==> config.mk <==
export PLATFORM = sky130hd
export DESIGN_NAME = keypad_scan
export DESIGN_NICKNAME = d
export VERILOG_FILES = /design/src/rtl/keypad_scan.sv
export SDC_FILE = /design/constraint.sdc
export NUM_CORES = 1
export LEC_CHECK = 0
export CAP_MARGIN = 20
export CORE_ASPECT_RATIO = 0.6
export CORE_MARGIN = 3
export CORE_UTILIZATION = 61
export DETAILED_ROUTE_END_ITERATION = 8
export MAX_ROUTING_LAYER = met4
export PLACE_DENSITY = 0.87
export SYNTH_ARGS = -nofsm -noshare
export SYNTH_HDL_FRONTEND = slang
export SYNTH_SLANG_ARGS = --single-unit
==> constraint.sdc <==
create_clock -name clk -period 6.59 [get_ports clk]
set_input_delay 1.6475 -clock clk [delete_from_list [all_inputs] [get_ports clk]]
set_output_delay 1.6475 -clock clk [all_outputs]
set_load 0.005 [all_outputs]
==> src/rtl/keypad_scan.sv <==
// 4x4 hex keypad scanner: rotates an active-low column drive, debounces the
// lowest-index low row and presents a sticky key code for software polling.
//
// state       | meaning
// ------------+-----------------------------------------------------------
// ST_SCAN     | rotating columns on each tick, waiting for any row low
// ST_DEBOUNCE | column held, counting ticks the candidate row stays low
// ST_HELD     | key accepted, column held, counting all-high ticks to release
module keypad_scan #(
   parameter int CDBITS   = 18,
   parameter int DEBOUNCE = 4
) (
   input  logic       clk,
   input  logic       reset,
   input  logic [3:0] row_in,
   output logic [3:0] col_out,
   input  logic       ack,
   output logic [3:0] key,
   output logic       valid,
   output logic       pressed,
   output logic       overrun
);

   typedef enum logic [1:0] {
      ST_SCAN     = 2'd0,
      ST_DEBOUNCE = 2'd1,
      ST_HELD     = 2'd2
   } state_t;

   localparam logic [3:0]        DB_TC   = 4'(DEBOUNCE);
   localparam logic [CDBITS-1:0] DIV_ONE = CDBITS'(1);

   state_t              state_q;
   state_t              state_d;
   logic [3:0]          row_meta;
   logic [3:0]          row_sync;
   logic [CDBITS-1:0]   div_cnt;
   logic                tick;
   logic [3:0]          row_low;
   logic                any_low;
   logic [1:0]          prio_row;
   logic [1:0]          col_idx;
   logic [1:0]          cand_row;
   logic [3:0]          cnt_q;
   logic [3:0]          cnt_d;
   logic [3:0]          cnt_inc;
   logic                cand_match;
   logic                accept;
   logic                rotate;
   logic                load_cand;
   logic                release_key;
   logic [1:0]          acc_row;

   always_ff @(posedge clk or negedge reset) begin
      if (!reset) begin
         row_meta <= 4'hF;
         row_sync <= 4'hF;
      end else begin
         row_meta <= row_in;
         row_sync <= row_meta;
      end
   end

   always_ff @(posedge clk or negedge reset) begin
      if (!reset) begin
         div_cnt <= '0;
      end else begin
         div_cnt <= div_cnt + DIV_ONE;
      end
   end

   assign tick    = &div_cnt;
   assign row_low = ~row_sync;
   assign any_low = |row_low;
   assign cnt_inc = cnt_q + 4'd1;

   // lowest-index low row wins when several rows are pulled down
   always_comb begin
      prio_row = 2'd0;
      if (row_low[0]) begin
         prio_row = 2'd0;
      end else if (row_low[1]) begin
         prio_row = 2'd1;
      end else if (row_low[2]) begin
         prio_row = 2'd2;
      end else if (row_low[3]) begin
         prio_row = 2'd3;
      end
   end

   always_comb begin
      col_idx = 2'd0;
      case (col_out)
         4'b1110: col_idx = 2'd0;
         4'b1101: col_idx = 2'd1;
         4'b1011: col_idx = 2'd2;
         4'b0111: col_idx = 2'd3;
         default: col_idx = 2'd0;
      endcase
   end

   assign cand_match = any_low && (prio_row == cand_row);

   always_ff @(posedge clk or negedge reset) begin
      if (!reset) begin
         state_q <= ST_SCAN;
      end else begin
         state_q <= state_d;
      end
   end

   always_comb begin
      state_d = state_q;
      case (state_q)
         ST_SCAN: begin
            if (tick && any_low) begin
               state_d = (DEBOUNCE == 1) ? ST_HELD : ST_DEBOUNCE;
            end
         end
         ST_DEBOUNCE: begin
            if (tick) begin
               if (!cand_match) begin
                  state_d = ST_SCAN;
               end else if (cnt_inc == DB_TC) begin
                  state_d = ST_HELD;
               end
            end
         end
         ST_HELD: begin
            if (tick && !any_low && (cnt_inc == DB_TC)) begin
               state_d = ST_SCAN;
            end
         end
         default: state_d = ST_SCAN;
      endcase
   end

   // cnt_q counts qualifying press ticks in ST_DEBOUNCE, all-high ticks in ST_HELD
   always_comb begin
      accept      = 1'b0;
      rotate      = 1'b0;
      load_cand   = 1'b0;
      release_key = 1'b0;
      acc_row     = cand_row;
      cnt_d       = cnt_q;
      case (state_q)
         ST_SCAN: begin
            if (tick) begin
               if (any_low) begin
                  load_cand = 1'b1;
                  acc_row   = prio_row;
                  if (DEBOUNCE == 1) begin
                     accept = 1'b1;
                     cnt_d  = 4'd0;
                  end else begin
                     cnt_d  = 4'd1;
                  end
               end else begin
                  rotate = 1'b1;
                  cnt_d  = 4'd0;
               end
            end
         end
         ST_DEBOUNCE: begin
            if (tick) begin
               if (!cand_match) begin
                  cnt_d = 4'd0;
               end else if (cnt_inc == DB_TC) begin
                  accept = 1'b1;
                  cnt_d  = 4'd0;
               end else begin
                  cnt_d  = cnt_inc;
               end
            end
         end
         ST_HELD: begin
            if (tick) begin
               if (any_low) begin
                  cnt_d = 4'd0;
               end else if (cnt_inc == DB_TC) begin
                  release_key = 1'b1;
                  cnt_d       = 4'd0;
               end else begin
                  cnt_d = cnt_inc;
               end
            end
         end
         default: cnt_d = 4'd0;
      endcase
   end

   always_ff @(posedge clk or negedge reset) begin
      if (!reset) begin
         col_out  <= 4'b1110;
         cand_row <= 2'd0;
         cnt_q    <= 4'd0;
      end else begin
         cnt_q <= cnt_d;
         if (rotate) begin
            col_out <= {col_out[2:0], col_out[3]};
         end
         if (load_cand) begin
            cand_row <= prio_row;
         end
      end
   end

   // an accept in the same clock as ack takes priority over the clear
   always_ff @(posedge clk or negedge reset) begin
      if (!reset) begin
         key     <= 4'h0;
         valid   <= 1'b0;
         pressed <= 1'b0;
         overrun <= 1'b0;
      end else begin
         if (accept) begin
            key     <= {acc_row, col_idx};
            valid   <= 1'b1;
            pressed <= 1'b1;
            overrun <= valid & ~ack;
         end else begin
            if (ack) begin
               valid   <= 1'b0;
               overrun <= 1'b0;
            end
            if (release_key) begin
               pressed <= 1'b0;
            end
         end
      end
   end

endmodule

==> results of run 1 <==
-- synthesized netlist by cell type (all sizes together) (2+ instances only) --
cell | instances | area [um2]
inv | 6 | 22.5
o21ai | 8 | 40.0
a2111oi | 3 | 26.3
or2b | 2 | 15.0
nor3 | 2 | 15.0
a21oi | 6 | 30.0
nor2 | 11 | 41.3
and2 | 3 | 18.8
nand2 | 16 | 60.1
a211o | 2 | 17.5
nand3 | 10 | 50.1
ha | 3 | 37.5
mux2i | 3 | 30.0
nand4 | 6 | 37.5
nand2b | 2 | 12.5
dfrtp | 34 | 851
clkbuf | 4 | 16.3
xor2 | 11 | 96.3
and3 | 6 | 37.5
xnor2 | 7 | 61.3
o22ai | 2 | 12.5
dfstp | 11 | 289
mux2 | 8 | 90.1
-- cell families (layout without fill, tap and decap cells) --
family | count (synthesis) | after routing | synth area share, %
AOI/OAI and AO/OA | 28 | 28 | 9.01
buffers and inverters | 11 | 31 | 2.14
xor gates and xnor gates | 18 | 18 | 7.72
DFF | 45 | 45 | 55.8
adders and majority gates | 3 | 3 | 1.84
muxes | 11 | 11 | 5.88
and+or+nand+nor | 67 | 67 | 17.6
-- final cells by class --
type                    instances  area [um2]  share of cell area, %
multi-input cells             127         858                   36.6
flip-flops and latches         45        1140                   48.6
repair buffers                 17         165                   7.04
inverters                       6        22.5                  0.960
clock buffers                   6        72.6                   3.09
clock inverters                 2        35.0                   1.49
well taps                      42        52.6                   2.24
-- power by group through the flow --
stage / combinational, mW / sequential, mW / clock [mW]
floorplan: 0.00296 / 0.287 / 0
global placement: 0.0115 / 0.288 / 0
detailed placement: 0.0120 / 0.288 / 0
CTS: 0.0121 / 0.283 / 0.203
global route: 0.0133 / 0.283 / 0.215
finish: 0.0116 / 0.283 / 0.197
-- metrics by stage --
step	util [%]	hold WS [ps]	worst slack [ps]	total power, mW	instance area, um2
after global placement	74.1	346	3890	0.299	2240
after global routing	77.6	361	3530	0.511	2350
after CTS	77.6	358	3560	0.498	2350
final	77.6	357	3570	0.491	2350
after floorplan	-	345	4310	0.290	2040
after detailed placement	74.1	347	3870	0.300	2240
-- worst register-to-register path, cell delays in order, from the launching register on --
cell and delay (ps):
dfstp_2 570, mux2_1 340, o221a_1 230, nor4_1 520, nand3_1 410, mux2_2 380
-- final timing paths --
check                      slack [ps]  cells after the start          end         from
setup / recovery                 3570                      1   col_out[1]   col_out[1]
hold / removal                    360                      0  row_sync[1]  row_meta[1]
setup reg to reg                 4030                      5       key[0]  row_sync[2]
hold reg to reg                   360                      0  row_sync[1]  row_meta[1]
max in group asynchronous        4490                      1  cand_row[0]        reset
min in group asynchronous        1510                      1  div_cnt[10]        reset
-- flip-flops by register name, summed over array words and instances (netlist names) --
signal and flops:
overrun 1, cnt_q 4, div_cnt 18, row_meta 4, row_sync 4, state_q 2
cand_row 2, col_out 4, valid 1, pressed 1, key 4
-- per-layer routing --
metal | wire [um] | up-vias | track usage, %
met4 | 0 | 0 | 5.06
met2 | 1580 | 37 | 30.9
met1 | 1830 | 678 | 29.0
met3 | 176 | 0 | 5.28
met5 | 0 | - | -
li1 | - | 688 | -
==> flow_summary_export.csv, run 1 <==
group,metric,value,unit
critical_path,crit_chain,"clkdlybuf4s50_1",
place,dp_cells,237,
power_and_ir_drop,p_comb_share,2.4,%
cts,ctsHoldBuffers,0,
cts,numCtsBuffers,5,
routing,drt_wl_total,3580,um
global_route,globalRoute.totalOverflow,0,
outcome,outcome,"complete, no violations",
timing,tns,0,ps
critical_path,cp_slowest_cell,"dfstp_2",
global_route,grt_pass1_wl,6290,um
cts,cts.repair.resized,0,
layout,fillers,196,
cts,htreeDepth,2,
cts,clk_pin_slew,80,ps
power_and_ir_drop,clkPwrFrac,40.1,%
logic_synthesis,postSynthCellCount,183,
global_route,antenna_found_initial,0,
critical_path,max_stage_delay,580,ps
logic_synthesis,synthDistinctLibCells,43,
floorplanning,num_io_pins,18,
logic_synthesis,syn_avg_cell_area,11.2,um2
power_and_ir_drop,p_per_area,209,nW/um2
cts,clk_latency,290,ps
layout,final_cell_mix,"dfrtp_1 (34), nand2_1 (16), clkdlybuf4s50_1 (16)",
critical_path,cp-end-kind,"output port",
critical_path,cp-start-kind,"register",
logic_synthesis,ys.flop_type,"dfrtp_1",
floorplanning,fp.dieW,80.7,um
cts,cts_setup_buffers,0,
routing,drc,0,
logic_synthesis,syn_nets,193,
floorplanning,dieArea,4100,um2
floorplanning,coreArea,3020,um2
routing,routedWlPerCell,14.6,um
power_and_ir_drop,p_leak,1.11,nW
power_and_ir_drop,swShare,19.1,%
logic_synthesis,synth_area,2040,um2
timing,worstMarginPinSlew,958,ps
logic_synthesis,ys_seq_area_share,55.8,%
layout,fin_nets,212,
timing,setup_viol,0,
layout,diodes,0,
floorplanning,std_cell_rows,15,
place,gp_congestion,0.882,
timing,rsz0062_at_grt,"false",
timing,timing.fmax,331,MHz
routing,drtPass1Iterations,4,
cts,clock-sinks,45,
power_and_ir_drop,seq_power_share,57.5,%
power_and_ir_drop,vdd_ir_drop_max,0.163,mV
floorplanning,fp.dieH,50.8,um
routing,avgViaCountPerCell,5.73,
critical_path,timing.critical_path.buf_inv,1,
timing,hold_viol,0,
min_path,hold_class,"register to register",
critical_path,crit_type,"register to output port",
routing,drtIter0Drc,62,
critical_path,cp_max_fo,5,
power_and_ir_drop,intPower,0.398,mW
logic_synthesis,synth-edff-count,0,
layout,finalNonFillerCells,245,
layout,drive_gt1_share,13.8,%
global_route,track_usage,20.8,%
layout,final_common_cell,"dfrtp_1",
routing,via_count,1403,
cts,clockBufferDepth,2,
timing,slew_violations,0,
logic_synthesis,ys_seq_elements,45,
layout,area_growth,14.9,%
place,io_buffers,17,
logic_synthesis,synth_warnings,0,
timing,final.period_utilization,45.8,%
place,dpl.hpwl,2610,um
timing,min_period,3020,ps
power_and_ir_drop,switchingPower,0.0938,mW
cts,root_buffer,"clkbuf_8",
timing,clock_skew,7.70,ps
timing,slew_headroom,36.2,%
logic_synthesis,async_reset_ff_share,100,%
floorplanning,initial_utilization,67.6,%
flow_run,maxCapViolCount,0,
critical_path,cp_top_family,"flip-flops",
global_route,grt_max_degree,46,
cts,cts_tree,"yes",
routing,final_antenna_net_count,0,
critical_path,crit_arrival,1370,ps
global_route,grt_pass1_vias,1369,
critical_path,required,4940,ps
(Power assumes the default switching activity.)
==> run 2, diff against run 1 <==
--- a/config.mk
+++ b/config.mk
@@ -8,10 +8,10 @@
 export CAP_MARGIN = 20
 export CORE_ASPECT_RATIO = 0.6
 export CORE_MARGIN = 3
-export CORE_UTILIZATION = 61
+export CORE_UTILIZATION = 56
 export DETAILED_ROUTE_END_ITERATION = 8
 export MAX_ROUTING_LAYER = met4
-export PLACE_DENSITY = 0.87
+export PLACE_DENSITY = 0.81
 export SYNTH_ARGS = -nofsm -noshare
 export SYNTH_HDL_FRONTEND = slang
 export SYNTH_SLANG_ARGS = --single-unit
==> constraint.sdc (replaced) <==
create_clock -name clk -period 2.95 [get_ports clk]
set_input_delay 0.7375 -clock clk [delete_from_list [all_inputs] [get_ports clk]]
set_output_delay 0.7375 -clock clk [all_outputs]
set_load 0.005 [all_outputs]
==> run 2 against run 1 <==
Die area rose by 8.1%. Register-to-register slack worse by 3700 ps. Cell area up 1.3%. Wire length increased by 9.6%. Utilization down 7.0 points. Clock skew increased by 5.1 ps. Flip-flop and latch count unchanged. Clock power grew 140%. Sequential share of layout area down 0.64 points. Critical endpoint is now key[3]. Largest power group unchanged.
==> flow_summary_export.csv, run 2 (synthesized netlist as in run 1, its figures left out) <==
group,metric,value,unit
power_and_ir_drop,p_per_area,478,nW/um2
timing,setup_ws,366,ps
power_and_ir_drop,vdd_ir_drop_max,0.340,mV
critical_path,required,3140,ps
cts,root_buffer,"clkbuf_8",
critical_path,max_stage_delay,580,ps
flow_run,maxCapViolCount,0,
cts,cts_setup_buffers,0,
timing,final.period_utilization,87.6,%
global_route,globalRoute.totalOverflow,0,
routing,drc,0,
power_and_ir_drop,seq_power_share,55.6,%
routing,drtPass1Iterations,4,
critical_path,r2r-start,"row_sync[2]",
routing,avgViaCountPerCell,5.74,
cts,clk_pin_slew,80,ps
critical_path,r2r_end,"key[3]",
cts,clock-sinks,45,
global_route,grt_pass1_vias,1404,
place,io_buffers,17,
layout,fin_util,70.7,%
cts,numCtsBuffers,5,
cts,htreeDepth,2,
place,dp_cells,242,
floorplanning,std_cell_rows,16,
global_route,antenna_found_initial,0,
routing,drtIter0Drc,66,
routing,final_antenna_net_count,0,
layout,final_cell_mix,"dfrtp_1 (34), nand2_1 (16), clkdlybuf4s50_1 (16)",
place,dpl.hpwl,2850,um
cts,clockBufferDepth,2,
floorplanning,fp.dieH,52.8,um
timing,slew_violations,0,
critical_path,endpoint,"key[3]",
global_route,grt_max_degree,46,
global_route,track_usage,20.9,%
timing,tns,0,ps
timing,slew_headroom,36.1,%
critical_path,rrSetupSlack,370,ps
timing,timing.hold.ws,362,ps
routing,drt_wl_total,3930,um
layout,fin_nets,214,
power_and_ir_drop,clkPwrFrac,42.1,%
cts,clk_latency,300,ps
critical_path,startpoint,"row_sync[2]",
cts,ctsHoldBuffers,0,
critical_path,crit_type,"register to register",
timing,rsz0062_at_grt,"false",
routing,routedWlPerCell,15.7,um
critical_path,crit_arrival,2770,ps
power_and_ir_drop,p_leak,1.13,nW
critical_path,cp-end-kind,"register",
floorplanning,coreArea,3360,um2
power_and_ir_drop,switchingPower,0.224,mW
place,place_area,2260,um2
place,gp_congestion,0.801,
floorplanning,num_io_pins,18,
floorplanning,initial_utilization,60.7,%
layout,area_growth,16.4,%
global_route,grt_pass1_wl,6820,um
layout,largest_register_ffs,18,
cts,cts_tree,"yes",
layout,drive_gt1_share,15.1,%
timing,timing.fmax,387,MHz
floorplanning,fp.dieW,84.0,um
timing,setup_viol,0,
layout,fillers,244,
power_and_ir_drop,swShare,19.7,%
critical_path,crit_chain,"mux2_1 > o221a_1 > nor4_1 > nand3_1 > mux2_2",
layout,final_common_cell,"dfrtp_1",
outcome,outcome,"complete, no violations",
routing,via_count,1434,
cts,cts.repair.resized,0,
min_path,hold_class,"register to register",
power_and_ir_drop,total_power,1.14,mW
timing,worstMarginPinSlew,958,ps
layout,regArea,1140,um2
timing,clock_skew,12.8,ps
critical_path,cp_max_fo,7,
critical_path,cp_slowest_cell,"nor4_1",
critical_path,worst_r2r_path_depth,5,
layout,final_area,2380,um2
place,post-place-ws,400,ps
timing,hold_viol,0,
power_and_ir_drop,p_comb_share,2.3,%
power_and_ir_drop,intPower,0.912,mW
critical_path,cp-start-kind,"register",
layout,finalNonFillerCells,250,
layout,diodes,0,
timing,min_period,2580,ps
layout,multi_input_comb_area,858,um2
floorplanning,dieArea,4430,um2
layout,top_register,"div_cnt",
run 2: area by class of cell:
type | instances | share of cell area (%)
Clock buffer | 6 | 3.47
Multi-Input combinational cell | 127 | 36.1
Sequential cell | 45 | 47.9
Timing Repair Buffer | 19 | 7.58
Tap cell | 45 | 2.37
Clock inverter | 2 | 1.58
Inverter | 6 | 0.947
run 2: worst max-delay path: cells and delay by family (launching register included):
kind	cells	cell delay, ps
AO/OA/AOI/OAI	1	220
multiplexers	2	710
AND/OR/NAND/NOR	2	990
flip-flops	1	570
run 2: worst min path at each step:
stage               slack, ps  depth (start not counted)         from     endpoint
floorplan                 350                          0  row_meta[0]  row_sync[0]
finish                    360                          0  row_meta[1]  row_sync[1]
CTS                       360                          0  row_meta[3]  row_sync[3]
detailed placement        350                          0  row_meta[3]  row_sync[3]
global placement          350                          0  row_meta[3]  row_sync[3]
global route              370                          0  row_meta[0]  row_sync[0]
run 2: power by group through the flow:
stage,clock [mW],sequential (mW),combinational [mW]
2_1_floorplan,0,0.642,0.00661
3_3_place_gp,0,0.642,0.0260
3_5_place_dp,0,0.643,0.0270
4_1_cts,0.493,0.631,0.0270
5_1_grt,0.520,0.633,0.0302
6_report,0.479,0.631,0.0261
run 2: per-layer routing:
layer | wire (um) | track usage (%) | vias to the layer above
li1 | - | - | 690
met1 | 1920 | 28.6 | 695
met2 | 1700 | 30.2 | 44
met3 | 268 | 5.02 | 5
met4 | 38 | 8.82 | 0
met5 | 0 | - | -
==> run 3, diff against run 2 <==
--- a/config.mk
+++ b/config.mk
@@ -12,6 +12,7 @@
 export DETAILED_ROUTE_END_ITERATION = 8
 export MAX_ROUTING_LAYER = met4
 export PLACE_DENSITY = 0.81
+export SKIP_LAST_GASP = 1
 export SYNTH_ARGS = -nofsm -noshare
 export SYNTH_HDL_FRONTEND = slang
 export SYNTH_SLANG_ARGS = --single-unit
==> results of run 3 <==
The final DEF is identical to that of run 2; final timing and power are the same.
